===== src/rtl/tx_mem_arbiter.sv =====
// Round-robin arbiter that grants bursts of transaction-memory beats
// to the loader, hash engine and signer over one shared memory port.
module tx_mem_arbiter #(
    parameter int NUM_REQ   = 3,
    parameter int ADDR_W    = 10,
    parameter int DATA_W    = 256,
    parameter int MAX_BURST = 4
) (
    input  logic                      clk,
    input  logic                      rst_n,
    input  logic [NUM_REQ-1:0]        req,
    input  logic [NUM_REQ-1:0]        req_we,
    input  logic [NUM_REQ*ADDR_W-1:0] req_addr,
    input  logic [NUM_REQ*DATA_W-1:0] req_wdata,
    input  logic [NUM_REQ-1:0]        req_last,
    output logic [NUM_REQ-1:0]        gnt,
    output logic [NUM_REQ-1:0]        rvalid,
    output logic [DATA_W-1:0]         rdata,
    output logic                      mem_en,
    output logic                      mem_we,
    output logic [ADDR_W-1:0]         mem_addr,
    output logic [DATA_W-1:0]         mem_wdata,
    input  logic [DATA_W-1:0]         mem_rdata,
    output logic                      busy,
    output logic [1:0]                owner
);

    typedef enum logic [1:0] {
        IDLE  = 2'd0,
        OWN   = 2'd1,
        DRAIN = 2'd2
    } state_t;

    localparam logic [2:0] MAXB = 3'(MAX_BURST);

    state_t     state, state_nx;
    logic [1:0] last_owner;
    logic [1:0] pick;
    logic [1:0] idx;
    logic       found;
    logic [2:0] beat_cnt;
    logic [2:0] beat_inc;
    logic       accept;
    logic       end_burst;

    // Scan starts just past the previous owner so nobody starves.
    always_comb begin
        pick  = last_owner;
        found = 1'b0;
        idx   = '0;
        for (int k = 1; k <= NUM_REQ; k++) begin
            idx = 2'((32'(last_owner) + k) % NUM_REQ);
            if (!found && req[idx]) begin
                found = 1'b1;
                pick  = idx;
            end
        end
    end

    assign accept    = (state == OWN) && req[owner];
    assign beat_inc  = (beat_cnt == 3'd7) ? beat_cnt : beat_cnt + 3'd1;
    assign end_burst = !req[owner] || req_last[owner] || (beat_inc == MAXB);

    always_comb begin
        state_nx = state;
        case (state)
            IDLE:    if (found) state_nx = OWN;
            OWN:     if (end_burst) state_nx = DRAIN;
            DRAIN:   state_nx = IDLE;
            default: state_nx = IDLE;
        endcase
    end

    always_ff @(posedge clk) begin
        if (!rst_n) state <= IDLE;
        else        state <= state_nx;
    end

    always_ff @(posedge clk) begin
        if (!rst_n) begin
            gnt        <= '0;
            rvalid     <= '0;
            owner      <= '0;
            last_owner <= 2'(NUM_REQ - 1);
            beat_cnt   <= '0;
        end else begin
            rvalid <= '0;
            if (accept && !req_we[owner]) rvalid[owner] <= 1'b1;
            case (state)
                IDLE: begin
                    gnt <= '0;
                    if (found) begin
                        gnt[pick]  <= 1'b1;
                        owner      <= pick;
                        last_owner <= pick;
                        beat_cnt   <= '0;
                    end
                end
                OWN: begin
                    if (accept) beat_cnt <= beat_inc;
                    if (end_burst) gnt <= '0;
                end
                default: gnt <= '0;
            endcase
        end
    end

    // Memory port follows the owner's slices only while a beat is taken.
    assign mem_en    = accept;
    assign mem_we    = accept && req_we[owner];
    assign mem_addr  = accept ? req_addr[owner*ADDR_W +: ADDR_W] : '0;
    assign mem_wdata = accept ? req_wdata[owner*DATA_W +: DATA_W] : '0;
    assign rdata     = (|rvalid) ? mem_rdata : '0;
    assign busy      = (state != IDLE);

endmodule


===== config.mk =====
export PLATFORM = sky130hd
export DESIGN_NAME = tx_mem_arbiter
export DESIGN_NICKNAME = d
export VERILOG_FILES = /design/src/rtl/tx_mem_arbiter.sv
export SDC_FILE = /design/constraint.sdc
export NUM_CORES = 1
export LEC_CHECK = 0
export ABC_AREA = 1
export CORE_AREA = 5 5 611 613
export DETAILED_ROUTE_END_ITERATION = 10
export DIE_AREA = 0 0 616 618
export GPL_TIMING_DRIVEN = 0
export HOLD_SLACK_MARGIN = 0.06
export SYNTH_ARGS = -nofsm -noshare
export SYNTH_HDL_FRONTEND = slang
export SYNTH_SLANG_ARGS = --single-unit

===== constraint.sdc =====
create_clock -name clk -period 2.1 [get_ports clk]
set_clock_uncertainty 0.1 [all_clocks]
set_input_delay 0.525 -clock clk [delete_from_list [all_inputs] [get_ports clk]]
set_output_delay 0.525 -clock clk [all_outputs]
set_load 0.005 [all_outputs]

==> impl_metrics.json, run 1 <==
{
  "status": "complete, but fails checks",
  "violations": "setup timing",
  "synth.net_count": 2935,
  "hpwl_um": 375000,
  "grt_util_all_layers_pct": 19.8,
  "cp-end-kind": "output pin",
  "io_pins": 1598,
  "power_density_mw_per_mm2": 670,
  "max_clock_freq_ghz": 0.328,
  "cts_tree": "built",
  "hold_end": "gnt[1]",
  "yosys.area_share.simple_pct": 51.8,
  "slew_headroom_pct": 51.2,
  "critPathMaxFanout": 18,
  "async_flop_share_pct": 0,
  "rr_startpoint": "owner[0]",
  "place_congestion": 1.06,
  "antenna_found_initial": 406,
  "synth_ff_type": "dfxtp_1",
  "grt_max_degree": 11,
  "synthMuxAreaShare_pct": 0,
  "antenna_left": 0,
  "yosysUniqueCellTypes": 24,
  "max_slew.worst_pin.slew_ps": 730,
  "worstReg2RegEnd": "last_owner[1]",
  "setup_violations": 520,
  "synth_top_family_by_area": "simple AND/OR/NAND/NOR gates",
  "yosys.area.top_type_share_pct": 37.7,
  "synthTopCellsByArea": "nand2_1 (38%), a31oi_1 (20%), inv_1 (13%)",
  "cts_root_buf": "clkbuf_16",
  "core-area_mm2": 0.367,
  "worst-setup-path-type": "flop to output pin",
  "final.setup.worst_slack_ps": -950,
  "synth_edf_count": 0,
  "hp-class": "flop to flop",
  "met1Wirelength_um": 139000,
  "drive_above_1_share_pct": 37.4,
  "finalWirelength_um": 406000,
  "slew_violations": 0,
  "synth_compound_area_share_pct": 21.6,
  "netlist_instances": 1865,
  "drt_pass1_iterations": 5,
  "drt-initial-drc-count": 2550,
  "hold_buffers": 0,
  "chipWidth_um": 616,
  "grt.overflow.total": 0,
  "critPathLaunchType": "flop",
  "rows": 223,
  "finalCriticalPeriod_ps": 3050,
  "grt_pass1_vias": 21000,
  "grt_pass1_wl_um": 442000,
  "placed_cell_area_mm2": 0.0304,
  "maxUsedRoutingLayer": "met5",
  "numCtsBuffers": 3,
  "hold_start": "gnt[1]",
  "die-area_mm2": 0.381,
  "synthAdderAreaFrac_pct": 0.754,
  "cp_data_arrival_time_ps": 2430,
  "rsz0062_at_grt": "true",
  "worstRegToRegCells": 13,
  "synth_warnings": 0,
  "rrSetupSlack_ps": -30,
  "required_ps": 1470,
  "drv_cap": 0,
  "finalNetCount": 4816,
  "period_share_pct": 145,
  "clkSlewWorstSetupHoldPaths_ps": 50,
  "clk_latency_ps": 250,
  "stdcell_area_mm2": 0.0406,
  "vias": 24400,
  "area_delta_synth_final_pct": 389,
  "routed-wl-met3_um": 64400,
  "peakVddDrop_uv": 375,
  "post_drt_wl_per_cell_um": 46.8,
  "avgSynthCellArea_um2": 4.45,
  "cts_sinks": 14,
  "synth_top_area_cell": "nand2_1",
  "vias_per_cell": 2.81,
  "clockBufferDepth": 2,
  "wl_met2_um": 181000,
  "holdPathStages": 2,
  "h-tree-depth": 1,
  "finalSetupTns_ps": -268850,
  "leakage_nw": 15.7,
  "start_util_pct": 2.26,
  "syn-cell-area_mm2": 0.00830,
  "ys_ff_latch": 14,
  "remaining_drc_errors": 0,
  "placement.io_buffers": 1597,
  "synth_xor_area_share_pct": 0.106,
  "ys_seq_area_share_pct": 3.38,
  "finalHoldViolations": 0,
  "die_y_um": 618
}
-- layout make-up --
class | instances | area, um2
Buffer | 141 | 2110
Antenna cell | 80 | 200
Sequential cell | 14 | 299
Timing Repair Buffer | 1881 | 20300
Fill cell | 42400 | 327000
Tap cell | 4837 | 6050
Inverter | 279 | 1120
Multi-Input combinational cell | 1426 | 10400
Clock buffer | 4 | 88.8
-- worst max-delay path, cell delays in order (launching register included) --
cell,delay (ps)
dfxtp_4,410
buf_12,120
nand2_8,80
o221ai_4,220
nand2_4,100
buf_12,170
buf_16,170
buf_12,240
buf_4,140
a31oi_4,200
buf_12,170
-- power breakdown --
group | total [W] | switching [W] | internal, W | leakage, nW
Combinational | 0.0264 | 0.0153 | 0.0111 | 15.5
Sequential | 0.000405 | 0.0000682 | 0.000337 | 0.119
Clock | 0.000404 | 0.000115 | 0.000289 | 0.0447
Total | 0.0272 | 0.0155 | 0.0117 | 15.7
-- worst max path at each step --
stage,start,to,slack [ps],cells past startpoint
floorplan,owner[0],owner[0],50,14
global placement,owner[0],mem_wdata[7],-3990,6
detailed placement,owner[0],mem_addr[2],-3550,6
CTS,owner[1],mem_wdata[88],-970,12
global route,owner[0],mem_wdata[210],-960,10
finish,owner[0],mem_wdata[210],-950,10
-- stage by stage --
step	utilization [%]	hold slack (ps)	setup slack (ps)	power (W)	instances
CTS	9.15	389	-972	0.0217	8373
global route	11.0	417	-960	0.0284	8603
global placement	8.25	377	-3990	0.0181	8299
finish	11.0	385	-950	0.0272	8662
detailed placement	8.27	384	-3550	0.0181	8302
floorplan	-	373	46.0	0.00480	1865
-- flip-flops by register name, summed over array words and instances, names as in the netlist --
signal and flops:
gnt 3, rvalid 3, last_owner 1, state 2, owner 2, beat_cnt 3
-- placed cells by master (no fill, tap or decap), types with 80 or more instances in the layout --
master and n:
clkdlybuf4s50_1 1080, buf_4 176, inv_1 270, buf_6 243, buf_2 87, diode_2 80
nand2_2 95, nor2_1 154, buf_12 159, nand2_1 700, a31oi_4 183
-- cells in the mapped netlist, drive strengths merged, types with 3 or more instances --
master / n
nand2: 836
inv: 279
nor2: 272
a31oi: 266
buf: 74
clkbuf: 72
nand3: 21
dfxtp: 14
o21ai: 9
a21oi: 8
ha: 5
nor3: 3
-- metal layers --
layer | track usage [%] | vias to the layer above
met5 | 0 | -
met2 | 32.6 | 2171
met1 | 20.8 | 11400
met3 | 13.3 | 869
li1 | - | 9694
met4 | 4.86 | 280
-- kinds of logic after synthesis --
| logic type | after synthesis |
|---|---|
| buf+inv | 425 |
| flops | 14 |
| simple gates | 1133 |
| fa+ha+maj | 5 |
| xor+xnor | 1 |
| compound gates | 287 |
-- repair_timing --
item | 4_1_cts | 5_1_grt
gates resized for setup | 1759 | 2656
pin swaps | 14 | 32
cloned | 12 | 31
setup buffers | 56 | 186
endpoints found under the setup margin | 542 | 539
endpoints found under the hold margin | 0 | 0
Note: power is estimated with default switching activity, not from simulation.
==> inputs of run 2 (changes only) <==
Settings changed: CTS_BUF_LIST set to sky130_fd_sc_hd__clkbuf_4 sky130_fd_sc_hd__clkbuf_8 sky130_fd_sc_hd__clkbuf_16.
==> results of run 2 <==
Final layout, timing and power as in run 1 (identical DEF).
